**config.mk**
```make
export PLATFORM = sky130hd
export DESIGN_NAME = inv_restore_17_serial
export DESIGN_NICKNAME = d
export VERILOG_FILES = /design/src/rtl/inv_restore_17_serial.sv
export SDC_FILE = /design/constraint.sdc
export NUM_CORES = 1
export LEC_CHECK = 0
export CAP_MARGIN = 0
export CORE_MARGIN = 8
export CORE_UTILIZATION = 50
export CTS_CLUSTER_SIZE = 10
export DETAILED_ROUTE_END_ITERATION = 10
export GPL_ROUTABILITY_DRIVEN = 0
export HOLD_SLACK_MARGIN = 0.05
export PLACE_DENSITY = 0.75
export SKIP_LAST_GASP = 1
export SYNTH_ARGS = -nofsm -noshare
export SYNTH_HDL_FRONTEND = slang
export SYNTH_SLANG_ARGS = --single-unit
```
**constraint.sdc**
```tcl
create_clock -name sys_clk -period 1.88 [get_ports sys_clk]
set_input_delay 0.376 -clock sys_clk [delete_from_list [all_inputs] [get_ports sys_clk]]
set_output_delay 0.376 -clock sys_clk [all_outputs]
set_load 0.005 [all_outputs]
```
**src/rtl/inv_restore_17_serial.sv**
```systemverilog
// ---------------------------------------------------------------------------
// inv_restore_17_serial
//
// Purpose:
//   Bit-serial two's-complement negation of a 17-bit operand. One operand is
//   accepted at a time. It is negated LSB first, one bit per clock. The
//   16-bit truncated result is presented together with an overflow flag. The
//   flag is set when the negated value cannot be represented in 16-bit two's
//   complement.
//
//   Negation uses the classic "copy through the first 1, invert everything
//   above it" rule. This needs no adder. The only state carried between bits
//   is a single seen_one flag.
//
// Ports:
//   sys_clk    in   1   clock; all state changes on the rising edge
//   sys_rst_n  in   1   asynchronous active-low reset
//   in_valid   in   1   data_i carries an operand
//   in_ready   out  1   block is idle and will take an operand this cycle
//   data_i     in   17  two's-complement operand
//   out_valid  out  1   data_o / ovf_o carry a result
//   out_ready  in   1   consumer takes the result this cycle
//   data_o     out  16  low 16 bits of -operand
//   ovf_o      out  1   -operand does not fit in 16-bit two's complement
// ---------------------------------------------------------------------------
module inv_restore_17_serial (
  input  logic        sys_clk,
  input  logic        sys_rst_n,
  input  logic        in_valid,
  output logic        in_ready,
  input  logic [16:0] data_i,
  output logic        out_valid,
  input  logic        out_ready,
  output logic [15:0] data_o,
  output logic        ovf_o
);

  typedef enum logic [1:0] {
    IDLE  = 2'd0,
    SHIFT = 2'd1,
    DONE  = 2'd2
  } state_t;

  // Index of the last operand bit; the SHIFT state ends after this bit.
  localparam logic [4:0] LastBit = 5'd16;

  state_t      state_q;
  logic [16:0] shift_q;
  logic [16:0] shift_d;
  logic [16:0] res_q;
  logic [16:0] res_d;
  logic [4:0]  cnt_q;
  logic        seen_q;
  logic        seen_d;
  logic        res_bit;

  logic        in_ready_q;
  logic        out_valid_q;
  logic [15:0] data_q;
  logic        ovf_q;

  // One serial step. The operand bit is copied until a 1 has been seen, and
  // inverted after that. The 1 bit itself is still copied, because seen_one
  // only updates after the bit is used. The operand shifts out to the right.
  // Each result bit enters at the top of res, so after 17 steps bit 0 of the
  // result has reached res[0].
  always_comb begin
    res_bit = shift_q[0] ^ seen_q;
    seen_d  = seen_q | shift_q[0];
    shift_d = {1'b0, shift_q[16:1]};
    res_d   = {res_bit, res_q[16:1]};
  end

  // Control FSM and datapath registers. The handshake and result outputs are
  // registered alongside the state. They change only on the edges that move
  // the FSM, so data_o/ovf_o hold steady during backpressure. They read as
  // zero everywhere outside DONE.
  always_ff @(posedge sys_clk or negedge sys_rst_n) begin
    if (!sys_rst_n) begin
      state_q     <= IDLE;
      shift_q     <= '0;
      res_q       <= '0;
      cnt_q       <= '0;
      seen_q      <= 1'b0;
      in_ready_q  <= 1'b1;
      out_valid_q <= 1'b0;
      data_q      <= '0;
      ovf_q       <= 1'b0;
    end else begin
      case (state_q)
        IDLE: begin
          if (in_valid) begin
            shift_q    <= data_i;
            res_q      <= '0;
            cnt_q      <= '0;
            seen_q     <= 1'b0;
            in_ready_q <= 1'b0;
            state_q    <= SHIFT;
          end
        end

        SHIFT: begin
          shift_q <= shift_d;
          res_q   <= res_d;
          seen_q  <= seen_d;
          cnt_q   <= cnt_q + 5'd1;
          // The final step publishes the result taken from res_d. This lets
          // out_valid rise on the same edge that consumes bit 16.
          if (cnt_q == LastBit) begin
            out_valid_q <= 1'b1;
            data_q      <= res_d[15:0];
            ovf_q       <= res_d[16] ^ res_d[15];
            state_q     <= DONE;
          end
        end

        DONE: begin
          if (out_ready) begin
            out_valid_q <= 1'b0;
            data_q      <= '0;
            ovf_q       <= 1'b0;
            in_ready_q  <= 1'b1;
            state_q     <= IDLE;
          end
        end

        default: begin
          out_valid_q <= 1'b0;
          data_q      <= '0;
          ovf_q       <= 1'b0;
          in_ready_q  <= 1'b1;
          state_q     <= IDLE;
        end
      endcase
    end
  end

  assign in_ready  = in_ready_q;
  assign out_valid = out_valid_q;
  assign data_o    = data_q;
  assign ovf_o     = ovf_q;

endmodule

```
==> key figures, run 1 <==
Outcome
  • Status: complete, no violations

Timing
  • Period utilization: between 90% and 100%
  • Fin Setup TNS: 0 ns
  • Post-layout worst setup margin: approximately 0.12 ns
  • Worst slew pin tran: 0.477 ns
  • Final Slew Violations: 0
  • Fmax: 568 MHz
  • Fin. Hold Viols: 0
  • RSZ-0062 raised after global routing: no
  • Relative slew slack: approximately 70%
  • Crit path time final: 1.76 ns
  • Setup violations, final: 0
  • Clock skew: between 0.006 and 0.007 ns

Synthesis
  • Asr flop ratio synth: 100%
  • EDFF count, synth: 0
  • Register area share after synthesis: between 60 and 70%
  • FF+latch count, synth: 60
  • Ys flop type: dfrtp_1
  • Mapped Nets: roughly 220
  • Synth Cell Area: 0.00248 mm²
  • Synth Area per Inst: 12.4 µm²
  • Post-synth cell types: 31
  • Synth Instances: 200
  • Syn. warnings: 0

Routing
  • Drt pass-1 iters: 4
  • Detailed-route DRC error count: 0
  • Routed WL per cell: approximately 16 µm
  • ANT nets after route: 0
  • Routed WL: between 4 and 5 mm
  • Via density: between 5 and 6
  • DRT iter0 DRCs: 89
  • DR vias: between 1500 and 2000

Final layout
  • Antenna diodes: 0
  • P&R area growth vs syn: 27.1%
  • Final Util: between 60 and 70%
  • Net count, final: between 200 and 300
  • Share of cells above drive strength 1: roughly 15%
  • Most common cell after layout, fill and taps aside: dfrtp_1
  • Most frequent cells in the layout: 59 x dfrtp_1, 38 x clkdlybuf4s50_1, 32 x o22ai_1, 26 x a22o_1, 19 x a21oi_1
  • Final Instance Area: roughly 0.0031 mm²
  • Filler cell count: 388

Run
  • Max Cap Viol: 0

Clock network
  • CTS Buf Count: 9
  • Root Driver: clkbuf_8
  • CTS tree: done
  • Clk buf depth: 2
  • Cts repair resizes: 0
  • Clock slew at reported path FFs: ~0.070 ns
  • Max H-tree Level: 3
  • Clock Sinks: 60
  • Clock latency on the worst-skew pair: about 0.33 ns

Floorplan
  • I/O Pins: 40
  • Starting Density: between 50 and 60%
  • Die Area: 0.00747 mm²
  • Core box area: 0.00475 mm²
  • Site Rows: 25
  • Die Ht: 86.4 µm
  • Die Wd: 86.4 µm

Global routing
  • Largest net degree at the start of global routing: 61
  • Global Route Usage Sum: between 10% and 20%
  • Antenna violations before repair: 0
  • GRT overflow: 0
  • First-pass GRT wire length: 8.46 mm
  • Vias in the first global route: 1800

Worst setup path
  • Crit path DAT: roughly 1.4 ns
  • Buf/Inv on CP: 1
  • Critical path's largest stage delay: between 0.5 and 0.6 ns
  • Critical Path RT: around 1.5 ns
  • WS Path Type: reg2out
  • CP max FO: 3
  • Crit path max-delay family: flip-flops
  • Slowest CP cell: dfstp_2
  • Critical Path Source Type: flop
  • Crit path cell chain: clkdlybuf4s50_1
  • CP Capture Type: primary output

Power and ir drop
  • Max VDD drop: ~0.76 mV
  • P per Cell Area: about 1700 mW/mm²
  • Leak pwr: 1.40 nW
  • Total power: ~0.0052 W

Placement
  • DP Area: between 0.002 and 0.003 mm²
  • Pre-CTS WS: 0.231 ns
  • Post-detail-place hpwl: 3.29 mm
  • IO Port Bufs: 39

Min path
  • Worst Hold Class: reg2reg
==> what timing repair did <==
action | in CTS | in global routing
setup buffers | 0 | 0
hold buffers | 1 | 0
hold endpoints to repair | 59 | 0
==> metrics by stage <==
step	instances	hold slack, ns
2_1_floorplan	200	0.0804
3_3_place_gp	298	0.402
3_5_place_dp	298	0.404
4_1_cts	315	0.473
5_1_grt	315	0.492
6_report	315	0.469
==> logic make-up (layout without fill, tap and decap cells) <==
family                   Yosys count  count (layout)  synth area share [%]
adder cells (fa/ha/maj)            3               3                  1.51
buffers and inverters             24              72                  5.30
AND/OR/NAND/NOR                   13              13                  3.38
XOR/XNOR                           1               1                 0.353
multiplexers                       3               3                  1.21
flip-flops                        60              60                  60.6
AO/OA/AOI/OAI                     96              96                  27.6
==> layer usage <==
metal / part of all wire (%) / track usage, % / vias up
met5: 0 / 0 / -
met4: 1.6 / 7.98 / 0
met3: 5.8 / 4.63 / 7
met2: 44 / 21.3 / 52
met1: 48 / 18.9 / 915
li1: - / - / 854
==> where the power goes <==
part | switching, W | internal (W) | leakage, nW
logic | 0.000741 | 0.000952 | 0.532
registers | 0.000431 | 0.00184 | 0.757
clock network | 0.000483 | 0.000776 | 0.113
==> state kept, by name (all words and copies together) (netlist names) <==
name,flops
shift_q,17
data_o,16
res_q,16
cnt_q,5
state_q,2
in_ready,1
out_valid,1
ovf_o,1
seen_q,1
==> path summary, 6_finish.rpt <==
kind                            slack, ns  cells after the start           to       from
worst min register to register       0.47                      1     cnt_q[4]   cnt_q[4]
min in group asynchronous            0.59                      3  shift_q[14]  sys_rst_n
max in group asynchronous            1.00                      3     in_ready  sys_rst_n
worst max-delay path                 0.12                      1     in_ready   in_ready
worst max register to register       0.30                      5    data_o[7]   cnt_q[0]
worst min-delay path                 0.47                      1     cnt_q[4]   cnt_q[4]
==> layout make-up <==
| class | instances | area, µm² | share of cell area, % |
|---|---|---|---|
| Sequential cell | 60 | 1500 | 47.7 |
| Clock inverter | 5 | 75.1 | 2.38 |
| Multi-Input combinational cell | 116 | 845 | 26.8 |
| Inverter | 7 | 26.3 | 0.834 |
| Tap cell | 67 | 83.8 | 2.66 |
| Clock buffer | 11 | 141 | 4.49 |
| Timing Repair Buffer | 49 | 475 | 15.1 |
==> synth_stat cells, drive strengths merged (2+ instances only) <==
cell	number	area share [%]
dfrtp	59	60
a22o	34	12
o22ai	32	8.1
a21oi	19	3.8
buf	14	3.8
o21ai	6	1.7
inv	5	0.76
nand2	4	0.61
clkbuf	3	0.45
ha	3	1.5
mux2i	3	1.2
a21o	2	0.61
clkinv	2	0.30
nand2b	2	0.50
nand4	2	0.50
nor2b	2	0.61
Note: power is estimated with default switching activity, not from simulation.
==> run 2, diff against run 1 <==
==> constraint.sdc (replaced) <==
create_clock -name sys_clk -period 1.88 [get_ports sys_clk]
set_input_delay 0.376 -clock sys_clk [delete_from_list [all_inputs] [get_ports sys_clk]]
set_output_delay 0.376 -clock sys_clk [all_outputs]
set_load 0.01 [all_outputs]
==> results of run 2 <==
The final DEF is identical to that of run 1. Status: complete, no violations.
Among the figures that moved: setup slack after layout 0.120 ns -> 0.0845 ns; total power 0.00522 W -> 0.00528 W; worst IR drop on VDD 0.764 mV -> 0.765 mV
==> run 3, diff against run 2 <==
--- a/config.mk
+++ b/config.mk
@@ -6,8 +6,9 @@
 export NUM_CORES = 1
 export LEC_CHECK = 0
 export CAP_MARGIN = 0
-export CORE_MARGIN = 8
+export CORE_MARGIN = 1
 export CORE_UTILIZATION = 50
+export CTS_CLUSTER_DIAMETER = 40
 export CTS_CLUSTER_SIZE = 10
 export DETAILED_ROUTE_END_ITERATION = 10
 export GPL_ROUTABILITY_DRIVEN = 0
==> key figures, run 3 (same netlist as run 1, synthesis figures left out) <==
Outcome
  • Status: complete, no violations

Routing
  • Drt pass-1 iters: 4 (unchanged)
  • Detailed-route DRC error count: 0 (unchanged)
  • Routed WL per cell: 14.4 µm (-9.2%)
  • ANT nets after route: 0 (unchanged)
  • Routed WL: 4.58 mm (-8.0%)
  • DR vias: 1816 (-0.66%)
  • Via density: 5.69 (-1.9%)
  • DRT iter0 DRCs: 70 (-21%)

Floorplan
  • Starting Density: 52.1% (unchanged)
  • I/O Pins: 40 (unchanged)
  • Die Area: 0.00524 mm² (-30%)
  • Core box area: 0.00475 mm² (unchanged)
  • Site Rows: 25 (unchanged)
  • Die Ht: 72.4 µm (-16%)
  • Die Wd: 72.4 µm (-16%)

Timing
  • Relative slew slack: 66.3% (-1.8 points)
  • Period utilization: a little over nine tenths
  • Final Slew Violations: 0 (unchanged)
  • Fmax: 565 MHz
  • Hold slack: 0.478 ns (+0.00907 ns)
  • Fin. Hold Viols: 0 (unchanged)
  • Setup violations, final: 0 (unchanged)
  • RSZ-0062 raised after global routing: no
  • Fin Setup TNS: 0 ns (unchanged)
  • Clock skew: 0.00879 ns (+0.00229 ns)
  • Worst slew pin tran: 0.506 ns (+0.0286 ns)
  • Crit path time final: 1.77 ns
  • Post-layout worst setup margin: around 0.11 ns

Worst setup path
  • Critical Path Source Type: flop
  • CP max FO: 3 (unchanged)
  • Crit Reg-Reg Startpoint: cnt_q[0]
  • Buf/Inv on CP: 1 (unchanged)
  • WS Path Type: reg2out
  • CP Capture Type: primary output
  • Critical path's largest stage delay: 0.54 ns (about the same)
  • Crit path DAT: 1.39 ns
  • Worst reg-to-reg path cell count: 5 (unchanged)
  • Crit path max-delay family: flip-flops
  • R2r setup slk: 0.31 ns (about the same)
  • Crit path cell chain: clkdlybuf4s50_1
  • Slowest CP cell: dfstp_2
  • Reg2reg end: data_o[10]
  • Critical Path RT: 1.50 ns (about the same)

Run
  • Max Cap Viol: 0 (unchanged)

Clock network
  • Max H-tree Level: 3 (unchanged)
  • Clk buf depth: 2 (unchanged)
  • Cts repair resizes: 0 (unchanged)
  • Clock slew at reported path FFs: 0.06 ns (about the same)
  • CTS tree: done
  • Clock Sinks: 60 (unchanged)
  • Clock latency on the worst-skew pair: 0.33 ns (about the same)
  • Root Driver: clkbuf_8
  • CTS Buf Count: 9 (unchanged)
  • Setup Fix Bufs, Post-CTS: 0 (unchanged)
  • CTS Hold Buffers Added: 1 (unchanged)

Placement
  • Pre-CTS WS: 0.237 ns (+0.00542 ns)
  • Placed Cells: 302 (+1.3%)
  • Post-detail-place hpwl: 3.19 mm (-2.9%)
  • IO Port Bufs: 39 (unchanged)

Power and ir drop
  • Max VDD drop: between 0.7 and 0.8 mV
  • P per Cell Area: ~1600 mW/mm²
  • Leak pwr: 1.41 nW (+0.19%)
  • Total power: 0.00516 W

Final layout
  • Most flop-heavy register: shift_q
  • Final non-filler cell total: 319 (+1.3%)
  • Antenna diodes: 0 (unchanged)
  • Net count, final: 271 (+1.5%)
  • Most common cell after layout, fill and taps aside: dfrtp_1
  • P&R area growth vs syn: 27.2%
  • Most frequent cells in the layout: 59 x dfrtp_1, 38 x clkdlybuf4s50_1, 32 x o22ai_1, 26 x a22o_1, 19 x a21oi_1
  • Share of cells above drive strength 1: 16.7% (+1.3 points)
  • Max reg flops: 17 (unchanged)

Global routing
  • Vias in the first global route: 1678 (-6.8%)
  • Global Route Usage Sum: 20.1% (+5.5 points)
  • Antenna violations before repair: 0 (unchanged)
  • GRT overflow: 0 (unchanged)
  • Largest net degree at the start of global routing: 24 (-61%)
  • First-pass GRT wire length: 7.87 mm (-7.0%)

Min path
  • Hold Path Sink: out_valid
  • Hold Startpoint: out_valid
  • Worst Hold Class: reg2reg
  • Hold depth: 1 (unchanged)
## run 3: worst max path at each step
stage	startpoint	endpoint	slack, ns	cells past startpoint
after floorplan	cnt_q[0]	data_o[10]	0.38	7
after global routing	in_ready	in_ready	0.08	1
after global placement	out_ready	data_o[2]	0.25	4
final	in_ready	in_ready	0.11	1
after CTS	in_ready	in_ready	0.09	1
after detailed placement	out_ready	data_o[0]	0.24	4
## run 3: per-stage QoR
stage	cell area, µm²	utilization, %
CTS	3150	66.3
global route	3150	66.3
floorplan	2480	-
detailed placement	2940	61.8
finish	3150	66.3
global placement	2940	61.8
## run 3: metal layers
metal  vias up  share of wire (%)  global-route usage, %
li1        869                  -                      -
met5         -                  0                      0
met3        10                2.7                   4.17
met2        42                 47                   30.9
met1       895                 48                   26.6
met4         0                2.2                   11.1
## run 3: power breakdown
group | switching, W | internal (W) | leakage, nW
clock | 0.000467 | 0.000680 | 0.102
combinational | 0.000790 | 0.000954 | 0.545
sequential | 0.000422 | 0.00184 | 0.757
total | 0.00168 | 0.00348 | 1.41
## run 3: final cells by class
class                   instances  area, µm²
clock buffers                  12        155
well taps                      67       83.8
flip-flops and latches         60       1500
multi-input cells             116        845
repair buffers                 53        493
clock inverters                 4       47.5
fillers                       395       1600
inverters                       7       26.3
